<file path="config.mk">
export PLATFORM = sky130hd
export DESIGN_NAME = wavetable_loader_flat
export DESIGN_NICKNAME = d
export VERILOG_FILES = /design/src/rtl/wavetable_loader_if.sv /design/src/rtl/wavetable_loader.sv /design/src/flat_wrapper.sv
export SDC_FILE = /design/constraint.sdc
export NUM_CORES = 1
export LEC_CHECK = 0
export BUFFER_PORTS_ARGS = -buffer_cell sky130_fd_sc_hd__buf_2
export CAP_MARGIN = 20
export CORE_ASPECT_RATIO = 0.5
export CORE_UTILIZATION = 46
export CTS_BUF_LIST = sky130_fd_sc_hd__clkbuf_8
export DETAILED_ROUTE_END_ITERATION = 8
export MAX_ROUTING_LAYER = met4
export PLACE_DENSITY = 0.67
export SYNTH_ARGS = -nofsm -noshare
export SYNTH_HDL_FRONTEND = slang
export SYNTH_SLANG_ARGS = --single-unit
</file>
<file path="constraint.sdc">
create_clock -name CLK -period 3.6 [get_ports CLK]
set_clock_uncertainty 0.2 [all_clocks]
set_input_delay 0.18 -clock CLK [delete_from_list [all_inputs] [get_ports CLK]]
set_output_delay 0.18 -clock CLK [all_outputs]
set_load 0.02 [all_outputs]
</file>
<file path="src/rtl/wavetable_loader_if.sv">
// Host byte stream and wavetable RAM write port of the wavetable loader.
// The host/bench drives through master; the loader implements slave.
interface wavetable_loader_if;
  logic       InValid;
  logic [7:0] InData;
  logic       InReady;
  logic       Abort;
  logic       WE;
  logic [7:0] Address;
  logic [5:0] Data;
  logic       Busy;
  logic       Done;
  logic       Error;

  modport master (
    output InValid, InData, Abort,
    input  InReady, WE, Address, Data, Busy, Done, Error
  );

  modport slave (
    input  InValid, InData, Abort,
    output InReady, WE, Address, Data, Busy, Done, Error
  );
endinterface

</file>
<file path="src/rtl/wavetable_loader.sv">
// Wavetable loader: decodes framed host bytes (header, count, samples) into
// single-cycle writes on the four-bank wavetable RAM write port.
module wavetable_loader (
  input  logic         CLK,
  input  logic         RST,
  wavetable_loader_if.slave bus
);

  typedef enum logic [1:0] {IDLE, COUNT, DATA, DONE} state_t;

  state_t     state;
  logic [1:0] bank;
  logic [5:0] ptr;
  logic [6:0] remaining;
  logic       accept;

  // Ready drops for the DONE cycle, while aborting and during reset.
  assign bus.InReady = ~RST & ~bus.Abort & (state != DONE);
  assign accept      = bus.InValid & bus.InReady;

  // Frame FSM with registered RAM write port and status pulses.
  always_ff @(posedge CLK) begin
    if (RST) begin
      state       <= IDLE;
      bank        <= 2'd0;
      ptr         <= 6'd0;
      remaining   <= 7'd0;
      bus.WE      <= 1'b0;
      bus.Address <= 8'd0;
      bus.Data    <= 6'd0;
      bus.Busy    <= 1'b0;
      bus.Done    <= 1'b0;
      bus.Error   <= 1'b0;
    end else begin
      bus.WE    <= 1'b0;
      bus.Done  <= 1'b0;
      bus.Error <= 1'b0;
      if (bus.Abort) begin
        state    <= IDLE;
        bus.Busy <= 1'b0;
      end else begin
        unique case (state)
          IDLE: begin
            if (accept) begin
              bank     <= bus.InData[7:6];
              ptr      <= bus.InData[5:0];
              state    <= COUNT;
              bus.Busy <= 1'b1;
            end
          end
          COUNT: begin
            if (accept) begin
              if (bus.InData[7:6] != 2'b00) begin
                // Rejected frame: back to IDLE so the next header is accepted at once.
                state     <= IDLE;
                bus.Busy  <= 1'b0;
                bus.Error <= 1'b1;
              end else begin
                remaining <= {1'b0, bus.InData[5:0]} + 7'd1;
                state     <= DATA;
              end
            end
          end
          DATA: begin
            if (accept) begin
              bus.WE      <= 1'b1;
              bus.Address <= {bank, ptr};
              bus.Data    <= bus.InData[5:0];
              // 6-bit pointer wraps inside the bank, never carrying into it.
              ptr         <= ptr + 6'd1;
              remaining   <= remaining - 7'd1;
              if (remaining == 7'd1) begin
                state    <= DONE;
                bus.Done <= 1'b1;
              end
            end
          end
          DONE: begin
            state    <= IDLE;
            bus.Busy <= 1'b0;
          end
          default: begin
            state    <= IDLE;
            bus.Busy <= 1'b0;
          end
        endcase
      end
    end
  end

endmodule

</file>
<file path="src/flat_wrapper.sv">
// flat-port wrapper written by rule: the top's interface ports become plain ports
module wavetable_loader_flat 
  (CLK, RST, bus_InValid, bus_InData, bus_Abort, bus_InReady, bus_WE, bus_Address, bus_Data, bus_Busy, bus_Done, bus_Error);
  wavetable_loader_if bus_i ();
  input  logic CLK;
  input  logic RST;
  input wire logic [$bits(bus_i.InValid)-1:0] bus_InValid;
  input wire logic [$bits(bus_i.InData)-1:0] bus_InData;
  input wire logic [$bits(bus_i.Abort)-1:0] bus_Abort;
  output wire logic [$bits(bus_i.InReady)-1:0] bus_InReady;
  output wire logic [$bits(bus_i.WE)-1:0] bus_WE;
  output wire logic [$bits(bus_i.Address)-1:0] bus_Address;
  output wire logic [$bits(bus_i.Data)-1:0] bus_Data;
  output wire logic [$bits(bus_i.Busy)-1:0] bus_Busy;
  output wire logic [$bits(bus_i.Done)-1:0] bus_Done;
  output wire logic [$bits(bus_i.Error)-1:0] bus_Error;
  assign bus_i.InValid = bus_InValid;
  assign bus_i.InData = bus_InData;
  assign bus_i.Abort = bus_Abort;
  assign bus_InReady = bus_i.InReady;
  assign bus_WE = bus_i.WE;
  assign bus_Address = bus_i.Address;
  assign bus_Data = bus_i.Data;
  assign bus_Busy = bus_i.Busy;
  assign bus_Done = bus_i.Done;
  assign bus_Error = bus_i.Error;
  wavetable_loader u_core (.CLK(CLK), .RST(RST), .bus(bus_i));
endmodule
</file>
==> results of run 1 <==
==> routing by layer <==
layer	share of wire [%]	vias up	global-route usage, %	wire [microns]
met5	0	-	-	0
met4	1.0	0	9.18	41
met3	5.3	6	7.13	214
met2	44	40	35.2	1780
met1	50	751	29.9	2000
li1	-	817	-	-
==> stage by stage <==
step | hold slack [ns] | instance area, sq um | cells | power [mW]
after floorplan | 0.0561 | 1680 | 210 | 0.441
after global placement | 0.241 | 1850 | 281 | 0.461
after detailed placement | 0.244 | 1850 | 281 | 0.462
after CTS | 0.0425 | 2030 | 298 | 0.754
after global routing | 0.0470 | 2030 | 298 | 0.780
final | 0.0550 | 2030 | 298 | 0.748
==> what timing repair did <==
action                                 CTS  global route
hold buffers                             9             0
endpoints found under the hold margin   12             0
gates resized for setup                  0             0
setup endpoints to repair                0             0
==> cell usage in the layout, fill, tap and decap left out, drive strengths merged, types with 3 or more instances in the layout <==
cell / netlist / routed
xnor2: 3 / 3
nor2: 6 / 6
inv: 8 / 8
nor3: 8 / 8
nand2b: 5 / 5
dfxtp: 35 / 35
dlygate4sd3: 0 / 9
nand3: 8 / 8
a211oi: 4 / 4
nor3b: 3 / 3
a31oi: 3 / 3
o21ai: 12 / 12
nor4: 4 / 4
buf: 7 / 32
nand2: 41 / 41
clkbuf: 5 / 5
ha: 4 / 4
a21oi: 30 / 30
==> cells by family (layout without fill, tap and decap cells) <==
logic type	count (synthesis)	after routing	share of synthesized area [%]
XOR/XNOR	5	5	2.61
adder cells (fa/ha/maj)	4	4	2.98
buffers and inverters	20	57	5.29
flip-flops	35	35	41.8
AO/OA/AOI/OAI	62	62	22.4
AND/OR/NAND/NOR	84	84	24.9
==> power by group through the flow <==
stage          Sequential [mW]  Combinational (mW)  Clock [mW]
6_report                 0.399              0.0631       0.285
5_1_grt                  0.400              0.0698       0.310
4_1_cts                  0.399              0.0623       0.293
3_5_place_dp             0.408              0.0543           0
3_3_place_gp             0.408              0.0538           0
2_1_floorplan            0.406              0.0347           0
==> cells in the mapped netlist (2+ instances only) <==
cell type / n
sky130_fd_sc_hd__nand2b_1: 5
sky130_fd_sc_hd__clkbuf_1: 5
sky130_fd_sc_hd__xor2_1: 2
sky130_fd_sc_hd__ha_1: 4
sky130_fd_sc_hd__xnor2_1: 3
sky130_fd_sc_hd__a311oi_1: 2
sky130_fd_sc_hd__a31oi_1: 3
sky130_fd_sc_hd__nor2_1: 6
sky130_fd_sc_hd__nor3b_1: 2
sky130_fd_sc_hd__o21ai_0: 11
sky130_fd_sc_hd__a211o_1: 2
sky130_fd_sc_hd__a211oi_1: 4
sky130_fd_sc_hd__or3_1: 2
sky130_fd_sc_hd__nand2_1: 41
sky130_fd_sc_hd__dfxtp_1: 35
sky130_fd_sc_hd__nor3_1: 8
sky130_fd_sc_hd__inv_1: 8
sky130_fd_sc_hd__nand3_1: 8
sky130_fd_sc_hd__a21oi_1: 30
sky130_fd_sc_hd__buf_2: 5
sky130_fd_sc_hd__nor4_1: 4
==> worst min-delay path by stage <==
stage	from	endpoint	slack [ns]	depth (start not counted)
after CTS	bus_InValid	register	0.04	3
after floorplan	bus_Abort	u_core.bus.Busy$_SDFFE_PP0P_	0.06	1
after global placement	u_core.bus.Data[2]$_SDFFE_PP0P_	u_core.bus.Data[2]$_SDFFE_PP0P_	0.24	2
after global routing	bus_InValid	register	0.05	3
after detailed placement	u_core.bus.Data[2]$_SDFFE_PP0P_	u_core.bus.Data[2]$_SDFFE_PP0P_	0.24	2
final	bus_InValid	register	0.05	3
==> critical path: stages, from the launching register on <==
cell and delay [ns]:
sky130_fd_sc_hd__dfxtp_1 0.58, sky130_fd_sc_hd__nand2b_1 0.48, sky130_fd_sc_hd__nor4_1 0.47, sky130_fd_sc_hd__o21ai_0 0.14
sky130_fd_sc_hd__a32o_1 0.28
==> cell type report <==
type / count / area (sq um)
clock inverters: 3 / 20.0
multi-input cells: 155 / 888
fillers: 330 / 1430
well taps: 51 / 63.8
clock buffers: 5 / 68.8
repair buffers: 41 / 255
flip-flops and latches: 35 / 701
inverters: 8 / 30.0
==> sequential cells by signal (all words and copies together), names as in the netlist, named ones only <==
register and cells:
u_core.bus.Address 8, u_core.bus.Done 1, u_core.state 1, u_core.bus.Error 1, u_core.bus.Data 6, u_core.ptr 6
u_core.bank 2, u_core.bus.WE 1, u_core.bus.Busy 1, u_core.remaining 7
==> results.md, run 1 <==
Outcome:
- The run finished with clean final reports.

Yosys:
- The proportion of synthesized chip area in sequential cells is a little over two fifths.
- Each instance of the synthesized netlist takes up on average roughly 8 sq um.
- For this run, asynchronously set or reset flops after synthesis account for 0%.
- The number of warnings printed during yosys synthesis is 0.
- The number of enable-type register cells in the synthesized netlist is 0.
- By area the synthesized netlist is led by sky130_fd_sc_hd__dfxtp_1, sky130_fd_sc_hd__nand2_1, sky130_fd_sc_hd__a21oi_1, sky130_fd_sc_hd__o21ai_0, sky130_fd_sc_hd__ha_1.
- The number of instances in the synthesized netlist is 210.
- In this run the cell area of the synthesized design comes to 0.00168 sq mm.
- The most common flop cell mapped by yosys is sky130_fd_sc_hd__dfxtp_1.
- The number of library cell types mapped by synthesis is 41.
- The synthesized flop and latch total is 35.
- Summed over all instances, the cell type with the most area after synthesis is sky130_fd_sc_hd__dfxtp_1.
- The share of synthesized area in the top cell type comes to 41.8%.
- The number of nets handed over by synthesis was around 230.

Floorplan:
- The initialized floorplan defines 15 standard-cell rows.
- From left edge to right edge, the die measures 87.4 microns.
- The die covers approximately 0.004 sq mm.
- The floorplan die height is approximately 45 microns.
- The initial cell density of the core is 48.6%.
- The core footprint is 0.00345 sq mm.
- The boundary pin count is 31.

Detailed routing:
- The pre-antenna-repair detailed-routing pass consisted of 4 iterations.
- In this run the remaining antenna-violating nets after routing total 0.
- The routed length per placed instance is 13.6 microns.
- For this block, the routed nets add up to 4040 microns of wire.
- The number of vias after detailed routing is about 1600.
- The mean number of vias per cell is about 5.4.
- For this run, design rule violations remaining after detail routing come to 0.
- In this run, the number of DRC markers left after iteration 0 of detailed routing was between 40 and 50.

Critical path:
- In this run the worst setup path terminates at u_core.remaining[5]$_SDFFE_PP0P_.
- In this run the worst path has a maximum fanout of 19.
- STA classifies the critical path startpoint as a register.
- For flop-to-flop paths, the worst setup slack is about 1.3 ns.
- The kind of critical path is register to register.
- Data on the critical path is required at its endpoint by about 3.6 ns.
- The worst register-to-register path ends at u_core.remaining[5]$_SDFFE_PP0P_.
- For the worst flop-to-flop path, the logic depth is 4.
- Data on the critical path arrives at its endpoint at 2.24 ns.
- The nature of the critical path endpoint is a register.

Finish:
- Once layout is complete, the utilization of the core stands at 58.7%.
- The area growth from synthesis to layout is 20.8%.
- The number of nets in the layout is roughly 260.
- The repair_antennas step left the layout with diodes totalling 0.
- In the final layout, the share of cells above drive strength 1 is about 18%.

Global routing:
- The number of global-route vias before repair is approximately 1500.
- The initial antenna violation count is 0.
- The pin count of the biggest net entering global routing is 36.
- Global routing used between 20% and 30% of the available tracks across all layers.
- The wire length of the first global-routing pass is between 6000 and 7000 microns.
- The total overflow left after global routing is 0.

Timing:
- The routed design could run at a clock period as short as 2.25 ns.
- The final-report max-slew violation count is 0.
- Setup slack on the critical path of the routed design comes to about 1.3 ns.
- Of the available clock period, the critical path in the final layout requires about 63%.
- Summed over all failing endpoints, the final setup total negative slack is 0 ns.
- Measured against its own limit, the worst slew margin works out to about half.
- Setup repair after global routing left no endpoint under its margin.
- For the pin with the worst max-slew slack, the measured transition is 0.741 ns.
- Setup violations remaining at the end of the flow were counted as 0.
- The count of endpoints failing hold in the final timing report is 0.
- The maximum frequency from static timing analysis is 444 MHz.

Power and ir drop:
- In this run switching power makes up between 20% and 30% of total power.
- The clock network accounts for 38.1% of the total power.
- Power spread over the standard cell area amounts to roughly 370 mW/mm^2.
- The total net switching power is 0.193 mW.
- The share of total power dissipated in sequential elements is 53.4%.
- Internal power comes to roughly 0.55 mW.
- Combinational logic burns between 8 and 9% of the power.
- VDD sags by at most 0.175 mV.
- For this design the static power due to leakage is 0.779 nW.

Placement:
- Prior to clock tree synthesis, the placed netlist has a worst setup slack of around 1.4 ns.
- The HPWL reported at the end of detailed placement is between 2000 and 3000 microns.
- Routability-driven placement finished with a final weighted congestion of about 0.87.
- The number of buffer cells added on primary ports is 30.

Clock network:
- In this run the deepest clock path goes through 2 buffers.
- TritonCTS created 5 clock buffers.
- In this run the number of H-tree levels came out at 2.
- The clock-pin slew on the worst setup and hold paths is approximately 0.08 ns.
- For the worst-skew pair, the clock arrives at the later sink with an insertion delay of around 0.29 ns.
- CTS placed an instance of sky130_fd_sc_hd__clkbuf_8 at the clock tree root.
- The clock net in this run drives a total of 35 sinks.
- The number of setup buffers added after CTS is 0.
- TritonCTS built the clock tree.

Flow run:
- The count of maximum capacitance violations is 0.

Worst hold path:
- The path class of the tightest hold or removal check is input port to register.
Note: power is estimated with default switching activity, not from simulation.
==> run 2: changes to the inputs <==
- ABC_AREA: not set -> 1
- PLACE_DENSITY: 0.67 -> 0.66
- clock period: 3.6 -> 2.1 ns (I/O delays scaled with it)
==> run 2 against run 1 <==
  * Area after synthesis is 14% higher
  * Synthesized cell count is 23% higher
  * Wire length is 11% higher
  * Combinational power is 89% higher
  * Flip-flop and latch count stayed put
  * Sequential share of layout area is 3.9 points lower
  * Highest routed layer unchanged
  * Cell area is 13% higher
  * First-iteration DRC count grew to 2.6 times the previous value
  * Critical path depth is 3 higher
  * Die area is 14% higher
  * Maximum frequency is 32% higher
  * Sequential power is 70% higher
  * Critical path type unchanged
==> results.md, run 2 <==
Outcome:
- The flow ran to the end, and the final reports show no timing, DRC or antenna violations.

Yosys:
- The number of warnings printed during yosys synthesis is 0 (unchanged).
- The post-synthesis share of cell area spent on xor and xnor gates is 0.457% (-2.2 points).
- Among all cell types in the netlist, the one instantiated most often is sky130_fd_sc_hd__nand2_1.
- The proportion of synthesized flip-flops having asynchronous set or reset was 0% (unchanged).
- The adder-cell share of the synthesized area is 2.61% (-0.37 points).
- The commonest cells after synthesis are sky130_fd_sc_hd__nand2_1, sky130_fd_sc_hd__dfxtp_1, sky130_fd_sc_hd__nor2_1.
- The synthesized netlist net count came to 275 (+22%).
- The proportion of synthesized chip area in sequential cells is 36.5% (-5.2 points).
- The synthesized flop and latch total is 35 (unchanged).
- The mapped cell area is 0.00192 sq mm (+14%).
- The share of the synthesized area in compound gates (AO/OA/AOI/OAI) is 14.4% (-8.1 points).
- The portion of netlist area occupied by mux cells was 0% (unchanged).
- The combinational family with the most area after synthesis is simple AND/OR/NAND/NOR gates.
- The mean instance size in the synthesized netlist is 7.41 sq um (-7.3%).
- Sorting the synthesized cells by area gives the leading types as sky130_fd_sc_hd__dfxtp_1, sky130_fd_sc_hd__nand2_1, sky130_fd_sc_hd__nor2_1, sky130_fd_sc_hd__nand3_1, sky130_fd_sc_hd__inv_1.
- The most common flop cell mapped by yosys is sky130_fd_sc_hd__dfxtp_1.
- The share of the synthesized area in the top cell type came to 36.5% (-5.2 points).
- The number of library cell types mapped by synthesis is 31 (-24%).
- The cell type with the highest aggregate area in the netlist is sky130_fd_sc_hd__dfxtp_1.
- The area share of and/or/nand/nor cells after synthesis is 36.6% (+12 points).
- The number of instances in the synthesized netlist came to 259 (+23%).
- The number of enable-type register cells in the synthesized netlist is 0 (unchanged).

Detailed routing:
- The routed length per placed instance was 12.7 microns (-6.4%).
- The mean number of vias per cell was 5.05 (-6.7%).
- The routed wire length is 4460 microns (+11%).
- The iteration count of the initial detailed-routing pass is 5 (+1).
- The number of DRC markers in iteration 0 was 113 (+160%).
- The DRC violation count after routing came to 0 (unchanged).
- The post-detailed-route count of antenna-violating nets is 0 (unchanged).
- The number of vias after detailed routing was 1779 (+10%).

Clock network:
- TritonCTS built the clock tree.
- The clock tree buffer depth was 2 (unchanged).
- The number of H-tree levels is 2 (unchanged).
- The later-pin clock latency in the skew report is 0.29 ns (about the same).
- The clock-pin slew on the worst setup and hold paths was 0.07 ns (about the same).
- The post-cts sizing count is 0 (unchanged).
- The TritonCTS sink count is 35 (unchanged).
- The number of clock buffers inserted by TritonCTS came to 5 (unchanged).
- The library cell used as clock root buffer is sky130_fd_sc_hd__clkbuf_8.

Placement:
- The HPWL reported at the end of detailed placement is 3160 microns (+16%).
- The worst slack after detailed placement came to 0.415 ns (-0.992 ns).
- The instance count after placement with tap cells included is 335 (+19%).
- The post-placement cell area was 0.00206 sq mm (+12%).
- The number of buffer cells added on primary ports is 30 (unchanged).
- The placer's final routability congestion estimate is 0.856 (-1.8%).

Timing:
- The setup slack of the critical path after layout is 0.399 ns (-0.950 ns).
- The worst hold slack across all endpoints came to 0.0126 ns (-0.0424 ns).
- Setup repair after global routing left no endpoint under its margin.
- The measured slew at the worst slew-check pin was 0.555 ns (-0.186 ns).
- The maximum frequency from static timing analysis is 588 MHz (+32%).
- The share of the clock period used by the worst path after layout is 81.0% (+18 points).
- The count of endpoints failing hold in the final timing report came to 0 (unchanged).
- The relative slew slack came to 63.0% (+13 points).
- The time the worst path needs with I/O delays and setup was 1.70 ns (-0.550 ns).
- The final-report setup violation count came to 0 (unchanged).
- The setup TNS after final layout is 0 ns (unchanged).
- The final-report max-slew violation count is 0 (unchanged).

Finish:
- In the layout the commonest cells are sky130_fd_sc_hd__nand2_1, sky130_fd_sc_hd__dfxtp_1, sky130_fd_sc_hd__nor2_1.
- The core utilization of the finished layout is 57.9% (-0.76 points).
- The register ranked first by flip-flop count is u_core.bus.Address.
- The final instance area is 0.00228 sq mm (+13%).
- The flip-flop count of the largest register, all copies and words added is 8 (unchanged).
- The fraction of layout instances using a drive strength above 1 came to 24.2% (+6.3 points).
- The number of non-filler instances in the completed layout is 352 (+18%).
- The number of nets in the layout is 313 (+19%).
- The library cell used most frequently in the layout, excluding fill and tap cells, is sky130_fd_sc_hd__nand2_1.
- In the final layout, the registers with the most flip-flops are u_core.bus.Address: 8 flops, u_core.remaining: 7 flops.
- The area growth from synthesis to layout is 19.1%.
- The antenna cell count is 0 (unchanged).

Global routing:
- The overall track demand over capacity in global routing came to 21.6% (-1.8 points).
- The pin count of the biggest net entering global routing was 20 (-44%).
- The remaining global-route overflow came to 0 (unchanged).
- The initial antenna violation count is 0 (unchanged).
- The number of global-route vias before repair was 1435 (-1.4%).
- The wire length of the first global-routing pass came to 6840 microns (+3.5%).

Critical path:
- On the critical path, the stage with the largest delay is an instance of sky130_fd_sc_hd__dfxtp_1.
- The startpoint class of the critical path is a register.
- Among cell families on the critical path, the largest total delay comes from simple AND/OR/NAND/NOR gates.
- The logic depth of the worst register-to-register path is 7 (+3).
- The setup path with the least slack is of type register to register.
- The critical path depth is 7 (+3).
- The data arrival time of the critical path came to 1.70 ns (-0.54 ns).
- The delay contributed by the slowest stage of the critical path is 0.61 ns (+0.03 ns).
- Walking the worst path, the cells encountered are nand2_8 -> nand2_1 -> nand3_1 -> nor2_2 -> nand3_1 -> nand2_1 -> inv_1.
- The combined buffer and inverter count along the critical path came to 1 (+1).
- The critical-path maximum fanout came to 17 (-2).
- The nature of the critical path endpoint is a register.
- The required time reported for the critical path endpoint was 2.10 ns (-1.49 ns).

Floorplan:
- The number of standard-cell rows in the floorplan came to 16 (+1).
- The floorplan die height is 47.7 microns (+6.6%).
- The core footprint is 0.00394 sq mm (+14%).
- The boundary pin count is 31 (unchanged).
- The initial cell density of the core was 48.6% (+0.049 points).
- The die footprint came to 0.00445 sq mm (+14%).
- The die outline width is 93.3 microns (+6.8%).

Worst hold path:
- The worst hold-check path type is input port to register.
- The count of cells along the worst hold path is 4 (+1).

Power and ir drop:
- The largest voltage drop on the vdd net was 0.345 mV (+98%).
- The total power draw is 1.52 mW (+100%).
- The power density over the cells is 665 mW/mm^2 (+80%).
- The leakage power of the design was 1.03 nW (+32%).

Flow run:
- The count of maximum capacitance violations is 0 (unchanged).
-- run 2: cell count changes after synthesis, sizes merged, moves of 3 or more --
cell,change
a31oi,-3
nand4,+3
a211oi,-3
nand3,+18
nor4,-4
inv,+17
nand2b,-5
a21oi,-6
nand2,+31
nor3,-8
nor2,+33
nor3b,-3
clkbuf,-3
-- run 2: timing repair --
item | 4_1_cts | 5_1_grt
endpoints found under the hold margin | 9 | 0
buffers inserted | 0 | 0
endpoints found under the setup margin | 0 | 0
hold buffers | 9 | 0
-- run 2: kinds of logic after synthesis --
family	count (synthesis)
AND/OR/NAND/NOR	141
adder cells (fa/ha/maj)	4
XOR/XNOR	1
flip-flops	35
buffers and inverters	34
AO/OA/AOI/OAI	44
-- run 2: tightest hold or removal path: stages --
cell and delay (ns):
sky130_fd_sc_hd__buf_2 0.14, sky130_fd_sc_hd__nor2_8 0.06, sky130_fd_sc_hd__inv_1 0.09, sky130_fd_sc_hd__a21oi_1 0.05
-- run 2: cell type report --
class	count	area (sq um)
multi-input combinational	190	1040
clock inverter	3	63.8
inverter	26	108
sequential	35	701
timing repair buffer	39	240
clock buffer	5	68.8
tap	54	67.6
fill	364	1660
-- run 2: worst paths after layout --
check / from / to / slack, ns
worst max-delay path: register / u_core.remaining[5]$_SDFFE_PP0P_ / 0.40
worst min-delay path: bus_Abort / u_core.bus.Busy$_SDFFE_PP0P_ / 0.01
worst max register to register: register / u_core.remaining[5]$_SDFFE_PP0P_ / 0.40
worst min register to register: u_core.bus.Busy$_SDFFE_PP0P_ / u_core.bus.Busy$_SDFFE_PP0P_ / 0.26
-- run 2: where the power goes --
| group | internal (mW) | switching (mW) | leakage [nW] |
|---|---|---|---|
| Sequential | 0.671 | 0.00912 | 0.283 |
| Clock | 0.470 | 0.250 | 0.0695 |
| Combinational | 0.0452 | 0.0737 | 0.673 |
| Total | 1.19 | 0.333 | 1.03 |
-- run 2: per-layer routing --
| metal | vias to the layer above | track usage [%] | part of all wire, % | wire [microns] |
|---|---|---|---|---|
| li1 | 907 | - | - | - |
| met1 | 815 | 30.0 | 51 | 2290 |
| met2 | 50 | 30.0 | 42 | 1880 |
| met3 | 7 | 5.24 | 5.4 | 239 |
| met4 | 0 | 8.31 | 1.2 | 53 |
| met5 | - | - | 0 | 0 |
==> run 3: changes to the inputs <==
- PLACE_DENSITY: 0.66 -> 0.69
- clock period: 2.1 -> 1.5 ns (I/O delays scaled with it)
==> run 3 against run 2 <==
  * The flow now finishes with violations (design-rule violations)
  * Clock power grew 43%
  * Worst setup slack lost 0.39 ns
  * Critical path depth is the same
  * Wire length grew 11%
  * Worst hold slack lost 0.0045 ns
  * Sequential power grew 40%
  * Maximum frequency grew 14%
  * First-iteration DRC count shrank 5.3%
  * Combinational power grew 67%
  * Largest power group unchanged
==> results.md, run 3 (synthesized netlist as in run 2, its figures left out) <==
Outcome:
- The run finished, with violations left.
- The final reports fail on design-rule violations.

Critical path:
- The most frequent cell on the critical path is sky130_fd_sc_hd__nand2_8.
- The cell at the slowest stage of the critical path is sky130_fd_sc_hd__dfxtp_4.
- STA classifies the critical path endpoint as a register.
- The delay contributed by the slowest stage of the critical path is 0.40 ns (-0.21 ns).
- Traced cell by cell, the critical path runs through nand2_8 -> nand2_4 -> nor2_8 -> nand2_8 -> clkbuf_16 -> nand2_2 -> a21oi_2.
- The setup path with the least slack is of type register to register.
- The startpoint class of the critical path is a register.
- The critical-path maximum fanout is 7 (-10).
- The required time reported for the critical path endpoint came to 1.48 ns (-0.62 ns).
- The reg2reg setup slack is 0.01 ns (-0.39 ns).
- The data arrival time of the critical path is 1.47 ns (-0.23 ns).

Clock network:
- The later-pin clock latency in the skew report is 0.29 ns (about the same).
- The number of clock buffers inserted by TritonCTS is 5 (unchanged).
- The number of H-tree levels is 2 (unchanged).
- The library cell used as clock root buffer is sky130_fd_sc_hd__clkbuf_8.
- The clock-pin slew on the worst setup and hold paths is 0.07 ns (about the same).
- TritonCTS built the clock tree.
- The clock tree buffer depth is 2 (unchanged).
- The TritonCTS sink count was 35 (unchanged).

Timing:
- The count of endpoints failing hold in the final timing report was 0 (unchanged).
- Setup repair after global routing could not meet its margin everywhere.
- The final-report max-slew violation count is 0 (unchanged).
- The share of the clock period used by the worst path after layout is 99.1% (+18 points).
- The maximum frequency from static timing analysis is 673 MHz (+14%).
- The relative slew slack is 73.6% (+11 points).
- The measured slew at the worst slew-check pin is 0.395 ns (-0.160 ns).
- The setup TNS after final layout is 0 ns (unchanged).
- The time the worst path needs with I/O delays and setup was 1.49 ns (-0.214 ns).
- The final-report setup violation count is 0 (unchanged).

Power and ir drop:
- The combinational group share of total power was 9.1% (+1.3 points).
- The power density over the cells was 846 mW/mm^2 (+27%).
- The leakage power of the design came to 1.12 nW (+9.4%).
- The largest voltage drop on the vdd net came to 0.437 mV (+27%).
- The total net switching power was 0.502 mW (+51%).
- The total power draw was 2.18 mW (+43%).
- The switching portion of total power is 23.0% (+1.1 points).
- The sequential share of power came to 43.6% (-1.2 points).
- The internal power of the cells is 1.67 mW (+41%).
- The clock network power share came to 47.2% (-0.2 points).

Finish:
- The number of non-filler instances in the completed layout is 368 (+4.5%).
- The antenna cell count came to 0 (unchanged).
- The final instance area is 0.00257 sq mm (+13%).
- The number of nets in the layout is 329 (+5.1%).
- The most common cell after layout, fill and taps aside is sky130_fd_sc_hd__nand2_1.
- The area growth from synthesis to layout is 34.2%.
- The flip-flop count of the largest register, all copies and words added is 8 (unchanged).
- In the final layout, the registers with the most flip-flops are u_core.bus.Address: 8 flops, u_core.remaining: 7 flops.
- The register with the most flip-flops in the final layout is u_core.bus.Address.
- In the layout the commonest cells are sky130_fd_sc_hd__nand2_1, sky130_fd_sc_hd__dfxtp_1, sky130_fd_sc_hd__nor2_1.
- The layout filler cell count was 339 (-6.9%).
- The fraction of layout instances using a drive strength above 1 was 34.7% (+11 points).

Flow run:
- The count of maximum capacitance violations is 0 (unchanged).

Floorplan:
- The initial cell density of the core came to 48.6% (unchanged).
- The boundary pin count came to 31 (unchanged).
- The die outline width was 93.3 microns (unchanged).
- The core footprint is 0.00394 sq mm (unchanged).
- The floorplan die height was 47.7 microns (unchanged).
- The die footprint is 0.00445 sq mm (unchanged).
- The number of standard-cell rows in the floorplan came to 16 (unchanged).

Global routing:
- The met1 track utilization from global routing came to 30.8% (+0.76 points).
- The pin count of the biggest net entering global routing came to 19 (-5.0%).
- The overall track demand over capacity in global routing is 23.0% (+1.5 points).
- The remaining global-route overflow is 0 (unchanged).
- The initial antenna violation count is 0 (unchanged).
- The global-route met3 utilization was 4.76% (-0.48 points).
- The wire length of the first global-routing pass came to 7310 microns (+6.9%).
- The met2 usage came to 35.7% (+5.7 points).
- In this run the most used layer during global routing was met2.
- The number of global-route vias before repair is 1511 (+5.3%).

Detailed routing:
- The number of vias after detailed routing was 1876 (+5.5%).
- The post-detailed-route count of antenna-violating nets is 0 (unchanged).
- The iteration count of the initial detailed-routing pass is 6 (+1).
- The routed length per placed instance is 13.5 microns (+6.1%).
- The DRC violation count after routing is 1 (+1).
- The number of DRC markers in iteration 0 is 107 (-5.3%).
- The mean number of vias per cell is 5.10 (+0.87%).
- The routed wire length is 4950 microns (+11%).

Worst hold path:
- The worst hold path belongs to the class input port to register.

Placement:
- The placer's final routability congestion estimate is 0.852 (-0.46%).
- The instance count after placement with tap cells included is 346 (+3.3%).
- The HPWL reported at the end of detailed placement is 3440 microns (+9.1%).
- The post-placement cell area is 0.00217 sq mm (+5.2%).
- The number of buffer cells added on primary ports came to 30 (unchanged).
run 3: changes by cell type in the layout (fill, tap and decap cells not counted), sizes merged:
cell / change
clkbuf: +1
dlygate4sd3: +2
buf: +13
run 3: power by group through the flow:
stage | combinational (mW) | clock, mW | sequential [mW]
2_1_floorplan | 0.0995 | 0 | 0.971
3_3_place_gp | 0.152 | 0 | 0.973
3_5_place_dp | 0.155 | 0 | 0.974
4_1_cts | 0.178 | 1.02 | 0.952
5_1_grt | 0.217 | 1.07 | 0.951
6_report | 0.199 | 1.03 | 0.950
run 3: per-stage QoR:
stage | util (%) | setup slack, ns | hold slack (ns)
floorplan | - | 0.0883 | 0.0113
global placement | 55.0 | -0.0156 | 0.141
detailed placement | 55.0 | -0.0409 | 0.148
CTS | 61.2 | -0.0581 | 0.0124
global route | 65.3 | -0.0654 | 0.0435
finish | 65.3 | 0.0134 | 0.00812
run 3: path summary, 6_finish.rpt:
path | end | depth (start not counted) | from
max | u_core.bus.Data[4]$_SDFFE_PP0P_ | 7 | register
min | u_core.bus.Error$_SDFF_PP0_ | 4 | bus_Abort
max reg2reg | u_core.bus.Data[4]$_SDFFE_PP0P_ | 7 | register
min reg2reg | u_core.bus.Address[4]$_SDFFE_PP0P_ | 2 | u_core.bus.Address[4]$_SDFFE_PP0P_
run 3: worst max-delay path, delay by kind of cell, from the launching register on:
| family | cells | cell delay [ns] |
|---|---|---|
| compound gates | 1 | 0.05 |
| buf+inv | 1 | 0.18 |
| flops | 1 | 0.40 |
| simple gates | 5 | 0.54 |
run 3: timing repair:
action | CTS | global route
endpoints found under the setup margin | 12 | 22
gates cloned | 0 | 1
hold buffers | 11 | 0
pin swaps | 0 | 14
setup buffers | 0 | 3
hold endpoints to repair | 11 | 0
resized for setup | 0 | 41
run 3: layout make-up:
cell class | instances | area (sq um) | area share, %
well taps | 54 | 67.6 | 2.63
clock inverters | 3 | 63.8 | 2.48
repair buffers | 55 | 398 | 15.5
clock buffers | 5 | 68.8 | 2.67
multi-input cells | 190 | 1150 | 44.5
inverters | 26 | 120 | 4.67
flip-flops and latches | 35 | 709 | 27.6
run 3: routing by layer:
layer / part of all wire, % / vias to the layer above
met4: 0.50 / 0
li1: - / 947
met5: 0 / -
met1: 49 / 879
met3: 6.8 / 4
met2: 44 / 46
